### src/rtl/mem_dump_pkg.sv
// mem_dump_pkg: shared types and constants for the RAM readout engine
package mem_dump_pkg;
   localparam int DEF_ADDR_W = 16;
   localparam int DEF_DATA_W = 32;

   function automatic int bytes_of(input int dw);
      return dw / 8;
   endfunction

   localparam int BYTES_PER_WORD = bytes_of(DEF_DATA_W);

   typedef enum logic [2:0] {
      IDLE,
      ISSUE,
      WAIT,
      SEND,
      FINISH
   } dump_state_t;
endpackage

### src/rtl/mem_dump_if.sv
// mem_dump_if: control, RAM read port and byte stream of the readout engine
interface mem_dump_if #(
   parameter int ADDR_W = mem_dump_pkg::DEF_ADDR_W,
   parameter int DATA_W = mem_dump_pkg::DEF_DATA_W
);
   logic              start;
   logic [ADDR_W-1:0] base_addr;
   logic [ADDR_W-1:0] word_count;
   logic [ADDR_W-1:0] mem_addr;
   logic              mem_rden;
   logic [DATA_W-1:0] mem_q;
   logic [7:0]        byte_out;
   logic              byte_valid;
   logic              byte_ready;
   logic              busy;
   logic              done;

   modport slave (
      input  start, base_addr, word_count, mem_q, byte_ready,
      output mem_addr, mem_rden, byte_out, byte_valid, busy, done
   );

   modport master (
      output start, base_addr, word_count, mem_q, byte_ready,
      input  mem_addr, mem_rden, byte_out, byte_valid, busy, done
   );
endinterface

### src/rtl/mem_dump_unit_serializer.sv
// word_serializer: parallel-load word, emit bytes MSB first over valid/ready
module word_serializer
   import mem_dump_pkg::*;
#(
   parameter int DATA_W = DEF_DATA_W
) (
   input  logic              clk,
   input  logic              rst,
   input  logic              i_load,
   input  logic [DATA_W-1:0] i_data,
   input  logic              i_ready,
   output logic [7:0]        o_byte,
   output logic              o_valid,
   output logic              o_last
);
   localparam int NB = bytes_of(DATA_W);
   localparam int CW = NB > 1 ? $clog2(NB) : 1;

   logic [DATA_W-1:0] r_data;
   logic [CW-1:0]     r_cnt;
   logic              r_valid;
   logic              w_fire;

   assign w_fire  = r_valid && i_ready;
   assign o_last  = r_cnt == CW'(NB - 1);
   assign o_byte  = r_data[DATA_W-1 -: 8];
   assign o_valid = r_valid;

   // Hold the current byte until accepted, then shift the next one to the top
   always_ff @(posedge clk) begin
      if (rst) begin
         r_data  <= '0;
         r_cnt   <= '0;
         r_valid <= 1'b0;
      end else if (i_load) begin
         r_data  <= i_data;
         r_cnt   <= '0;
         r_valid <= 1'b1;
      end else if (w_fire) begin
         r_data  <= r_data << 8;
         r_cnt   <= r_cnt + 1'b1;
         r_valid <= !o_last;
      end
   end
endmodule

### src/rtl/mem_dump_unit.sv
// mem_dump_unit: read a window of RAM words and stream them out as bytes
module mem_dump_unit
   import mem_dump_pkg::*;
#(
   parameter int ADDR_W = DEF_ADDR_W,
   parameter int DATA_W = DEF_DATA_W,
   parameter int RD_LAT = 1
) (
   input logic       clk,
   input logic       rst,
   mem_dump_if.slave bus
);
   localparam int LW = RD_LAT > 1 ? $clog2(RD_LAT) : 1;

   dump_state_t       r_state;
   dump_state_t       w_state_nxt;
   logic [ADDR_W-1:0] r_base;
   logic [ADDR_W-1:0] r_count;
   logic [ADDR_W-1:0] r_idx;
   logic [ADDR_W-1:0] r_mem_addr;
   logic [ADDR_W-1:0] w_base_nxt;
   logic [ADDR_W-1:0] w_count_nxt;
   logic [ADDR_W-1:0] w_idx_nxt;
   logic [ADDR_W-1:0] w_addr_nxt;
   logic [LW-1:0]     r_lat;
   logic              r_mem_rden;
   logic              r_busy;
   logic              r_done;
   logic              w_rden_nxt;
   logic              w_busy_nxt;
   logic              w_done_nxt;
   logic              w_accept;
   logic              w_lat_done;
   logic              w_word_done;
   logic              w_last;
   logic              w_valid;
   logic [7:0]        w_byte;

   assign w_accept    = r_state == IDLE && bus.start;
   assign w_lat_done  = r_state == WAIT && r_lat == LW'(RD_LAT - 1);
   assign w_word_done = r_state == SEND && w_valid && bus.byte_ready && w_last;

   word_serializer #(.DATA_W(DATA_W)) u_ser (
      .clk     (clk),
      .rst     (rst),
      .i_load  (w_lat_done),
      .i_data  (bus.mem_q),
      .i_ready (bus.byte_ready),
      .o_byte  (w_byte),
      .o_valid (w_valid),
      .o_last  (w_last)
   );

   // State register
   always_ff @(posedge clk) begin
      if (rst) r_state <= IDLE;
      else     r_state <= w_state_nxt;
   end

   // Next state plus the next values of the latched job and the word index
   always_comb begin
      w_base_nxt  = w_accept ? bus.base_addr : r_base;
      w_count_nxt = w_accept ? bus.word_count : r_count;
      w_idx_nxt   = w_accept ? '0 : w_word_done ? r_idx + 1'b1 : r_idx;
      w_state_nxt = r_state;
      case (r_state)
         IDLE:    if (bus.start) w_state_nxt = bus.word_count == '0 ? FINISH : ISSUE;
         ISSUE:   w_state_nxt = WAIT;
         WAIT:    if (w_lat_done) w_state_nxt = SEND;
         SEND:    if (w_word_done) w_state_nxt = w_idx_nxt == r_count ? FINISH : ISSUE;
         default: w_state_nxt = IDLE;
      endcase
   end

   // Outputs are decoded from the next state so they can be registered with no lag
   always_comb begin
      w_rden_nxt = w_state_nxt == ISSUE;
      w_addr_nxt = w_rden_nxt ? w_base_nxt + w_idx_nxt : r_mem_addr;
      w_busy_nxt = w_state_nxt != IDLE;
      w_done_nxt = w_state_nxt == FINISH;
   end

   // Job registers, latency counter and registered outputs
   always_ff @(posedge clk) begin
      if (rst) begin
         r_base     <= '0;
         r_count    <= '0;
         r_idx      <= '0;
         r_lat      <= '0;
         r_mem_addr <= '0;
         r_mem_rden <= 1'b0;
         r_busy     <= 1'b0;
         r_done     <= 1'b0;
      end else begin
         r_base     <= w_base_nxt;
         r_count    <= w_count_nxt;
         r_idx      <= w_idx_nxt;
         r_lat      <= r_state == WAIT ? r_lat + 1'b1 : '0;
         r_mem_addr <= w_addr_nxt;
         r_mem_rden <= w_rden_nxt;
         r_busy     <= w_busy_nxt;
         r_done     <= w_done_nxt;
      end
   end

   assign bus.mem_addr   = r_mem_addr;
   assign bus.mem_rden   = r_mem_rden;
   assign bus.byte_out   = w_byte;
   assign bus.byte_valid = w_valid;
   assign bus.busy       = r_busy;
   assign bus.done       = r_done;
endmodule

### src/flat_wrapper.sv
// flat-port wrapper written by rule: the top's interface ports become plain ports
module mem_dump_unit_flat import mem_dump_pkg::*;
#(
   parameter int ADDR_W = DEF_ADDR_W,
   parameter int DATA_W = DEF_DATA_W,
   parameter int RD_LAT = 1
)
  (clk, rst, bus_start, bus_base_addr, bus_word_count, bus_mem_q, bus_byte_ready, bus_mem_addr, bus_mem_rden, bus_byte_out, bus_byte_valid, bus_busy, bus_done);
  mem_dump_if #(.ADDR_W(ADDR_W), .DATA_W(DATA_W)) bus_i ();
  input logic clk;
  input logic rst;
  input wire logic [$bits(bus_i.start)-1:0] bus_start;
  input wire logic [$bits(bus_i.base_addr)-1:0] bus_base_addr;
  input wire logic [$bits(bus_i.word_count)-1:0] bus_word_count;
  input wire logic [$bits(bus_i.mem_q)-1:0] bus_mem_q;
  input wire logic [$bits(bus_i.byte_ready)-1:0] bus_byte_ready;
  output wire logic [$bits(bus_i.mem_addr)-1:0] bus_mem_addr;
  output wire logic [$bits(bus_i.mem_rden)-1:0] bus_mem_rden;
  output wire logic [$bits(bus_i.byte_out)-1:0] bus_byte_out;
  output wire logic [$bits(bus_i.byte_valid)-1:0] bus_byte_valid;
  output wire logic [$bits(bus_i.busy)-1:0] bus_busy;
  output wire logic [$bits(bus_i.done)-1:0] bus_done;
  assign bus_i.start = bus_start;
  assign bus_i.base_addr = bus_base_addr;
  assign bus_i.word_count = bus_word_count;
  assign bus_i.mem_q = bus_mem_q;
  assign bus_i.byte_ready = bus_byte_ready;
  assign bus_mem_addr = bus_i.mem_addr;
  assign bus_mem_rden = bus_i.mem_rden;
  assign bus_byte_out = bus_i.byte_out;
  assign bus_byte_valid = bus_i.byte_valid;
  assign bus_busy = bus_i.busy;
  assign bus_done = bus_i.done;
  mem_dump_unit #(.ADDR_W(ADDR_W), .DATA_W(DATA_W), .RD_LAT(RD_LAT)) u_core (.clk(clk), .rst(rst), .bus(bus_i));
endmodule
### config.mk
export PLATFORM = sky130hd
export DESIGN_NAME = mem_dump_unit_flat
export DESIGN_NICKNAME = d
export VERILOG_FILES = /design/src/rtl/mem_dump_pkg.sv /design/src/rtl/mem_dump_if.sv /design/src/rtl/mem_dump_unit_serializer.sv /design/src/rtl/mem_dump_unit.sv /design/src/flat_wrapper.sv
export SDC_FILE = /design/constraint.sdc
export NUM_CORES = 1
export LEC_CHECK = 0
export ABC_AREA = 1
export CORE_ASPECT_RATIO = 2
export CORE_MARGIN = 3
export CORE_UTILIZATION = 58
export CTS_CLUSTER_SIZE = 25
export DETAILED_ROUTE_END_ITERATION = 8
export MAX_ROUTING_LAYER = met4
export PLACE_DENSITY_LB_ADDON = 0.3
export SLEW_MARGIN = 25
export SYNTH_ARGS = -nofsm -noshare
export SYNTH_HDL_FRONTEND = slang
export SYNTH_SLANG_ARGS = --single-unit
### constraint.sdc
create_clock -name clk -period 7.3 [get_ports clk]
set_input_delay 1.46 -clock clk [delete_from_list [all_inputs] [get_ports clk]]
set_output_delay 1.46 -clock clk [all_outputs]
set_load 0.005 [all_outputs]
==> qor.yml, run 1 <==
global_routing:
  overflow: 0
  grt_max_degree: 62
  antenna_found_initial: 0
  grt_pass1_vias: 5490
  grtUsageTotal_pct: 28.3
  grt_pass1_wl_um: 24700
placement:
  dp.cells: 988
  dpl_cell_area_um2: 6610
  port_buffers: 95
  gp_congestion: 0.941
  pre_cts_ws_ps: 1950
  dp_hpwl_um: 11500
final_layout:
  multiInputGateArea_um2: 2950
  final_net_count: 955
  drive_above_1_share_pct: 7.32
  final_cell_area_um2: 6890
  antennaDiodeCount: 0
  num-fill-cells: 784
  syn_to_final_growth_pct: 21.2
  seq_area_um2: 2120
  final_cells: 1004
floorplanning:
  io_pins: 96
  die_w_um: 76.0
  core-area_um2: 9450
  fp-row-count: 50
  initial_core_util_pct: 60.2
  fp.dieH_um: 146
  die_area_um2: 11100
pwr:
  peakVddDrop_v: 0.000172
  power.internal_w: 0.00102
  p_per_area_nw_per_um2: 212
  p_sw_w: 0.000442
  clock_power_share_pct: 31.4
  combinationalPowerShare_pct: 23.6
  leakage_nw: 3.03
  swShare_pct: 30.2
  power_frac_seq_pct: 45.1
  p_total_w: 0.00146
routing:
  drt_pass1_iterations: 7
  viasPerCell: 5.57
  antenna_left: 0
  drc: 0
  drt-total-wl_um: 15100
  wl_per_cell_um: 15.0
  first_iter_violations: 416
  vias: 5596
sta:
  maxSlewViolCount: 0
  finalCritPeriodShare_pct: 63.7
  setup_ws_ps: 2650
  finClkSkew_ps: 5.77
  finalSetupTns_ps: 0
  setup_viol: 0
  worstMarginPinSlew_ps: 858
  finalHoldViolations: 0
  final.min_clock_period_ps: 4650
  fmax_ghz: 0.215
  slew_headroom_pct: 42.7
  rsz0062_at_grt: "no"
synth:
  yosys_warnings: 0
  syn_avg_cell_area_um2: 7.08
  synth_cell_type_count: 40
  synth_area_um2: 5690
  synth-edff-count: 0
  synth_top_cell_area_share_pct: 37.3
  ys_ff_latch: 106
  synth_area_leaders: "dfxtp_1, nand2_1, inv_1, nand3_1, a21oi_1"
  synth_most_common_cell: "nand2_1"
  ys.flop_type: "dfxtp_1"
  synth_area_leader_cell: "dfxtp_1"
  async_flop_share_pct: 0
  synthCells: 803
  synthTopCellsByCount: "nand2_1, dfxtp_1, inv_1"
  syn_nets: 889
  seq_area_frac_synth_pct: 37.3
setup_path:
  cp_max_fo: 44
  start_kind: "input pin"
  rr_startpoint: "u_core.r_state[2]"
  arrival_ps: 4930
  worstPathRequired_ps: 7580
  cp-end-kind: "flop"
  setup.worst_path.start: "bus_start"
  crit_type: "input pin to flop"
cts:
  cts_buffers: 9
  cts_root_buf: "clkbuf_16"
  clk_latency_ps: 340
  clockBufferDepth: 2
  clk_pin_slew_worst_paths_ps: 70
  cts-resized-gates: 0
  post_cts_buffers: 0
  numClockSinks: 106
  cts_tree: "done"
  cts_hold_buf: 0
  htreeDepth: 3
worst_hold_path:
  min_from: "u_core.u_ser.r_cnt[1]"
  min_path_type: "flop to flop"
run:
  drv_cap: 0
run_status:
  outcome: "complete, no violations"
## registers in the layout (all words and copies together) (netlist names), 2 cells and up
| signal | count |
|---|---|
| u_core.bus.mem_addr | 16 |
| u_core.r_base | 16 |
| u_core.r_count | 16 |
| u_core.r_idx | 16 |
| u_core.r_state | 3 |
| u_core.u_ser.r_cnt | 2 |
| u_core.u_ser.r_data | 32 |
## metrics by stage
step	util (%)	hold WS, ps
final	72.9	464
after global routing	72.9	492
after CTS	72.9	468
after detailed placement	70.0	457
after global placement	69.9	453
after floorplan	-	441
## final timing paths
check,endpoint,slack [ps],cells after the start
max,u_core.bus.mem_addr[12],2650,22
min,u_core.u_ser.r_cnt[1],460,2
max reg2reg,u_core.bus.mem_addr[12],3640,21
min reg2reg,u_core.u_ser.r_cnt[1],460,2
## cells by family after synthesis
logic type | count (synthesis) | synth area share, %
buf+inv | 151 | 11.1
flops | 106 | 37.3
xor+xnor | 19 | 2.93
simple gates | 368 | 29.9
compound gates | 140 | 14.5
mux | 1 | 0.176
fa+ha+maj | 18 | 4.09
## cells in the final DEF, fill, tap and decap left out, drive strengths merged
cell type      synthesis  layout
a211oi                14      14
a21boi                 1       1
a21o                   1       1
a21oi                 61      61
a221oi                 1       1
a31oi                 26      26
a32o                   8       8
and2                   2       2
and3                   3       3
buf                   17       5
clkbuf                27       9
clkdlybuf4s50          0      94
clkinv                 3       6
clkinvlp               0       1
dfxtp                106     106
fa                     1       1
ha                    17      17
inv                  104     107
mux2i                  1       1
nand2                179     179
nand3                 74      74
nand3b                 3       3
nand4                 16      16
nor2                  67      67
nor3                   4       4
nor4                   5       5
o21ai                 25      25
o31ai                  2       2
o41ai                  1       1
or2                   15      15
xnor2                  7       7
xor2                  12      12
## power by group through the flow
stage / Sequential, W / Combinational (W) / Clock [W]
floorplan: 0.000667 / 0.000223 / 0
global placement: 0.000669 / 0.000333 / 0
detailed placement: 0.000671 / 0.000342 / 0
CTS: 0.000658 / 0.000344 / 0.000466
global route: 0.000664 / 0.000386 / 0.000485
finish: 0.000659 / 0.000345 / 0.000459
## layout make-up
class	instances	area share, %
clock inverters	7	0.763
repair buffers	99	14.2
inverters	107	5.83
well taps	130	2.36
flip-flops and latches	106	30.8
clock buffers	9	3.27
multi-input cells	546	42.8
## worst max-delay path, cell delays in order
cell,delay (ps)
clkdlybuf4s50_1,500
nand3_2,100
inv_2,440
or2_2,210
inv_1,50
a21oi_1,130
ha_1,190
inv_1,50
fa_1,390
nand3b_1,170
nand2_1,110
a21oi_1,100
inv_1,80
nand2_1,50
nand2_1,50
a21oi_1,80
o21ai_0,290
nand2_1,90
nand2_1,80
xor2_1,140
nor2_1,60
nor2_1,100
## layer usage
| metal | global-route usage [%] | routed length [um] |
|---|---|---|
| met5 | - | 0 |
| met4 | 19.5 | 1110 |
| met3 | 4.01 | 740 |
| met2 | 50.2 | 7670 |
| met1 | 28.2 | 5550 |
No activity file was read; power rests on OpenSTA's default activity.
==> run 2: changes to the inputs <==
--- a/config.mk
+++ b/config.mk
@@ -8,7 +8,7 @@
 export ABC_AREA = 1
 export CORE_ASPECT_RATIO = 2
 export CORE_MARGIN = 3
-export CORE_UTILIZATION = 58
+export CORE_UTILIZATION = 48
 export CTS_CLUSTER_SIZE = 25
 export DETAILED_ROUTE_END_ITERATION = 8
 export MAX_ROUTING_LAYER = met4
==> constraint.sdc (replaced) <==
create_clock -name clk -period 4.1 [get_ports clk]
set_input_delay 0.82 -clock clk [delete_from_list [all_inputs] [get_ports clk]]
set_output_delay 0.82 -clock clk [all_outputs]
set_load 0.005 [all_outputs]
==> run 2 against run 1 <==
Non-clock buffer count rose by 13. Register-to-register slack lost 2900 ps. Largest cell class unchanged. Design area rose by 2.4%. Via count is 2.6% lower. Routed wire length down 1.5%. Sequential power increased by 78%. First-iteration DRC count down 44%. Clock skew grew 2.7 ps. Cell count increased by 2.5%. Clock-buffer cell count up 1. Flip-flop and latch count unchanged. Setup slack worse by 2300 ps.
==> qor.yml, run 2 (synthesis gave the netlist of run 1 again) <==
setup_path:
  setup.worst_path.start: "bus_byte_ready"
  cp_top_family: "simple AND/OR/NAND/NOR gates"
  path_depth: 23
  cpMaxStageDelayCell: "clkdlybuf4s50_1"
  start_kind: "input pin"
  crit_top_cell: "nand2_1"
  cp_max_fo: 9
  timing.critical_path.buf_inv: 4
  endpoint: "u_core.bus.mem_addr[12]"
  path_cells: "clkdlybuf4s50_1 > nand2_2 > nor2_2 > nand2_4 > nand2_1 > nand3_1 > inv_1 > ha_1 > inv_1 > fa_1 > nand3b_1 > nand2_1 > a21oi_1 > inv_1 > nand2_1 > nand2_1 > a21oi_1 > o21ai_0 > nand2_1 > nand2_1 > xor2_1 > nor2_1 > nor2_1"
  crit_type: "input pin to flop"
  r2r_setup_slack_ps: 750
  max_stage_delay_ps: 490
  reg2regPathDepth: 18
  r2r_end: "u_core.bus.mem_addr[9]"
  rr_startpoint: "u_core.r_state[0]"
  arrival_ps: 4010
  worstPathRequired_ps: 4390
  cp-end-kind: "flop"
final_layout:
  final_net_count: 968
  largest_register_ffs: 32
  antennaDiodeCount: 0
  seq_area_um2: 2120
  layout_commonest_cell: "nand2_1"
  mostFrequentLayoutCells: "nand2_1, dfxtp_1, inv_1, clkdlybuf4s50_1, nand3_1"
  multiInputGateArea_um2: 2950
  final_cells: 1029
  syn_to_final_growth_pct: 24.0
  drive_above_1_share_pct: 8.57
  final_cell_area_um2: 7050
  regMostFlops: "u_core.u_ser.r_data"
  utilization_pct: 61.8
  num-fill-cells: 1080
global_routing:
  grt_pass1_wl_um: 24600
  overflow: 0
  antenna_found_initial: 0
  grt_pass1_vias: 5398
  grtUsageTotal_pct: 23.4
  grt_max_degree: 62
placement:
  dpl_cell_area_um2: 6750
  gp_congestion: 0.933
  dp.cells: 1013
  dp_hpwl_um: 11300
  port_buffers: 95
pwr:
  p_per_area_nw_per_um2: 384
  peakVddDrop_v: 0.000303
  leakage_nw: 3.12
  p_total_w: 0.00271
routing:
  drt-total-wl_um: 14900
  antenna_left: 0
  wl_per_cell_um: 14.4
  drt_pass1_iterations: 5
  first_iter_violations: 231
  drc: 0
  viasPerCell: 5.30
  vias: 5449
floorplanning:
  fp.dieH_um: 160
  die_area_um2: 13300
  io_pins: 96
  die_w_um: 83.0
  core-area_um2: 11400
  initial_core_util_pct: 49.8
  fp-row-count: 55
sta:
  setup_viol: 0
  worstMarginPinSlew_ps: 763
  finClkSkew_ps: 8.45
  finalSetupTns_ps: 0
  final.min_clock_period_ps: 3720
  slew_headroom_pct: 48.8
  finalHoldViolations: 0
  finalCritPeriodShare_pct: 90.8
  maxSlewViolCount: 0
  fmax_ghz: 0.269
  rsz0062_at_grt: "no"
cts:
  cts_root_buf: "clkbuf_16"
  clk_latency_ps: 350
  cts_hold_buf: 0
  cts_buffers: 9
  clockBufferDepth: 2
  numClockSinks: 106
  cts_tree: "done"
  cts-resized-gates: 0
  post_cts_buffers: 0
  htreeDepth: 3
  clk_pin_slew_worst_paths_ps: 70
run_status:
  outcome: "complete, no violations"
worst_hold_path:
  min_path_type: "flop to flop"
  min_from: "u_core.r_count[0]"
run:
  drv_cap: 0
## run 2: final cells by class
class	count	area share (%)
multi-input cells	546	41.8
flip-flops and latches	106	30.1
repair buffers	112	15.6
inverters	107	5.69
clock buffers	10	3.39
well taps	142	2.52
clock inverters	6	0.993
## run 2: per-stage QoR
stage	setup WS, ps	hold WS (ps)
2_1_floorplan	296	441
3_3_place_gp	132	457
3_5_place_dp	27.2	463
4_1_cts	386	473
5_1_grt	100	493
6_report	376	471
## run 2: metal layers
layer	routed length, um	vias to the layer above	part of all wire, %	global-route usage [%]
li1	-	2790	-	-
met4	613	0	4.1	10.7
met2	8260	147	56	45.0
met1	5480	2472	37	22.3
met3	504	40	3.4	3.61
met5	0	-	0	-
## run 2: tightest hold or removal path, cell delays in order (launching register included)
cell     delay (ps)
dfxtp_1         310
inv_1            60
a21oi_1          50
## run 2: power by group
| group | internal, W | switching, W | total [W] |
|---|---|---|---|
| clock network | 0.000499 | 0.000409 | 0.000908 |
| registers | 0.00113 | 0.0000477 | 0.00117 |
| logic | 0.000287 | 0.000342 | 0.000629 |
## run 2: how the worst min path moves through the flow
stage / end / slack (ps) / cells after the start
5_1_grt: u_core.r_count[13] / 490 / 2
4_1_cts: u_core.r_count[0] / 470 / 2
6_report: u_core.r_count[0] / 470 / 2
3_3_place_gp: u_core.r_count[0] / 460 / 2
2_1_floorplan: u_core.u_ser.r_cnt[1] / 440 / 2
3_5_place_dp: u_core.r_count[0] / 460 / 2
==> RTL edit (flow settings as in run 2) <==
Make the reset (`rst`) asynchronous in 3 clocked blocks.
--- a/src/rtl/mem_dump_unit_serializer.sv
+++ b/src/rtl/mem_dump_unit_serializer.sv
@@ -28,5 +28,5 @@
 
    // Hold the current byte until accepted, then shift the next one to the top
-   always_ff @(posedge clk) begin
+   always_ff @(posedge clk or posedge rst) begin
       if (rst) begin
          r_data  <= '0;
--- a/src/rtl/mem_dump_unit.sv
+++ b/src/rtl/mem_dump_unit.sv
@@ -53,5 +53,5 @@
 
    // State register
-   always_ff @(posedge clk) begin
+   always_ff @(posedge clk or posedge rst) begin
       if (rst) r_state <= IDLE;
       else     r_state <= w_state_nxt;
@@ -82,5 +82,5 @@
 
    // Job registers, latency counter and registered outputs
-   always_ff @(posedge clk) begin
+   always_ff @(posedge clk or posedge rst) begin
       if (rst) begin
          r_base     <= '0;
Formal check against the unedited RTL: differs if rst is asserted again (counterexample within 4 cycles, from zero or initial values and one cycle with rst high); with rst held inactive, the same outputs for 10 cycles.
==> RTL edit against run 2 <==
  * Sequential cell count is the same
  * Setup slack improved by 0.017 ns
  * Clock skew fell by 0.00069 ns
  * Design area increased by 0.92%
  * Routed wire length is 0.94% lower
  * Synthesized area rose by 1.3%
  * Global-route usage is essentially flat
  * Critical path type unchanged
  * Largest cell class is now sequential cells
Power is not compared: it rests on default switching activity, and its combinational part moved more than twofold at a synthesized area within 25%.
==> RTL edit: results (changes against run 2) <==
** Setup path
- The startpoint of the worst-slack reg-to-reg timing path was u_core.u_ser.r_cnt[0] (was u_core.r_state[0]).
- Arrival time reported for the critical path endpoint :: 4.01 ns (about the same)
- Largest fanout of any net on the critical path :: 3 (was 9)

** Placed design
- The half-perimeter wire length after detailed placement came to 11500 µm (was 11300 µm).
- Placer Congestion :: 0.952 (was 0.933)
- Post-DP Area :: 6820 µm² (was 6750 µm²)
- The pre-CTS setup slack is -0.0352 ns (was 0.0272 ns).

** GRT
- Maximum number of pins on one net before global-route repair :: 66 (was 62)
- Number of global-route vias before repair :: 5161 (was 5398)
- Overall global routing resource usage :: 0.234 (about the same)
- The first-pass GRT wire length was 24200 µm (was 24600 µm).

** Synth
- The commonest register cell after synthesis was dfrtp_1 (was dfxtp_1).
- The number of library cell types mapped by synthesis is 38 (was 40).
- Syn Nets :: 801 (was 889)
- Part of the Yosys area used for sequential elements :: 0.461 (was 0.373)
- Most frequent cells after synthesis: nand2_1 (172), dfrtp_1 (106), inv_1 (92) (was nand2_1 (174), dfxtp_1 (106), inv_1 (100)).
- The fraction of registers with async set/reset is 1.00 (was 0).

** Outcome
- Run status :: finished clean (unchanged)

** Final layout
- The flip-flop count of the largest register after layout is 32 (unchanged).
- Share of layout cells above drive strength 1 :: 0.0759 (was 0.0857)
- The final-layout fill cell count was 1023 (was 1080).

** Timing
- Clock Skews :: 0.00776 ns (was 0.00845 ns)
- Worst slew slack as a fraction of its limit :: 0.416 (was 0.488)

** Power and ir drop
- In this run, power in flip-flops and latches comes to 1750 µW.

** Detailed routing
- The number of vias per cell after detailed routing was 5.30 (about the same).
- Drt first pass iters :: 6 (was 5)
- The detailed-route wire length came to 14700 µm (was 14900 µm).
- Iter 0 DRT Violations :: 302 (was 231)

** Hold path
- Min-delay src :: u_core.bus.mem_addr[4] (was u_core.r_count[0])
- Tightest Hold Check Type :: reg2reg (unchanged)

** Die
- The total core area was 11700 µm² (was 11400 µm²).
-- RTL edit: cell types whose count changed after synthesis, moves of 9 or more --
cell	before	now
dfrtp_1	0	106
mux2_2	0	16
a31oi_1	26	1
dfxtp_1	106	0
a21oi_1	61	46
a211oi_1	14	1
nor2_1	60	50
or2_2	15	1
nand3_1	65	75
clkbuf_1	27	18
-- RTL edit: worst paths after layout --
path,to,slack (ns)
setup / recovery,u_core.bus.mem_addr[14],0.39
hold / removal,u_core.bus.mem_addr[4],0.48
setup reg to reg,u_core.bus.mem_addr[14],0.81
hold reg to reg,u_core.bus.mem_addr[4],0.48
max in group asynchronous,u_core.u_ser.r_data[6],2.52
min in group asynchronous,u_core.r_count[9],0.85
-- RTL edit: cells by family (layout without fill, tap and decap cells) --
family                   after synthesis  in the layout  share of synthesized area
flip-flops                           106            106                      0.461
buffers and inverters                127            216                     0.0906
adder cells (fa/ha/maj)               18             18                     0.0404
XOR/XNOR                              19             19                     0.0289
AND/OR/NAND/NOR                      341            341                      0.267
AO/OA/AOI/OAI                         88             88                     0.0813
multiplexers                          16             16                     0.0313
-- RTL edit: through the flow --
stage | instances | utilization
after global routing | 949 | 0.608
final | 949 | 0.608
after CTS | 949 | 0.608
after detailed placement | 933 | 0.583
after floorplan | 715 | -
after global placement | 933 | 0.583
-- RTL edit: routing by layer --
metal / GRT usage / vias to the layer above / share of wire
li1: - / 2475 / -
met1: 0.219 / 2385 / 0.35
met4: 0.127 / 0 / 0.052
met2: 0.434 / 120 / 0.56
met3: 0.0508 / 46 / 0.039
met5: - / - / 0
-- RTL edit: cell type report --
type	instances	area, µm²	area share
multi-input combinational	482	2580	0.363
sequential	106	2650	0.373
clock buffer	9	225	0.0316
clock inverter	7	70.1	0.00984
inverter	96	363	0.0510
tap	145	181	0.0255
timing repair buffer	104	1040	0.147
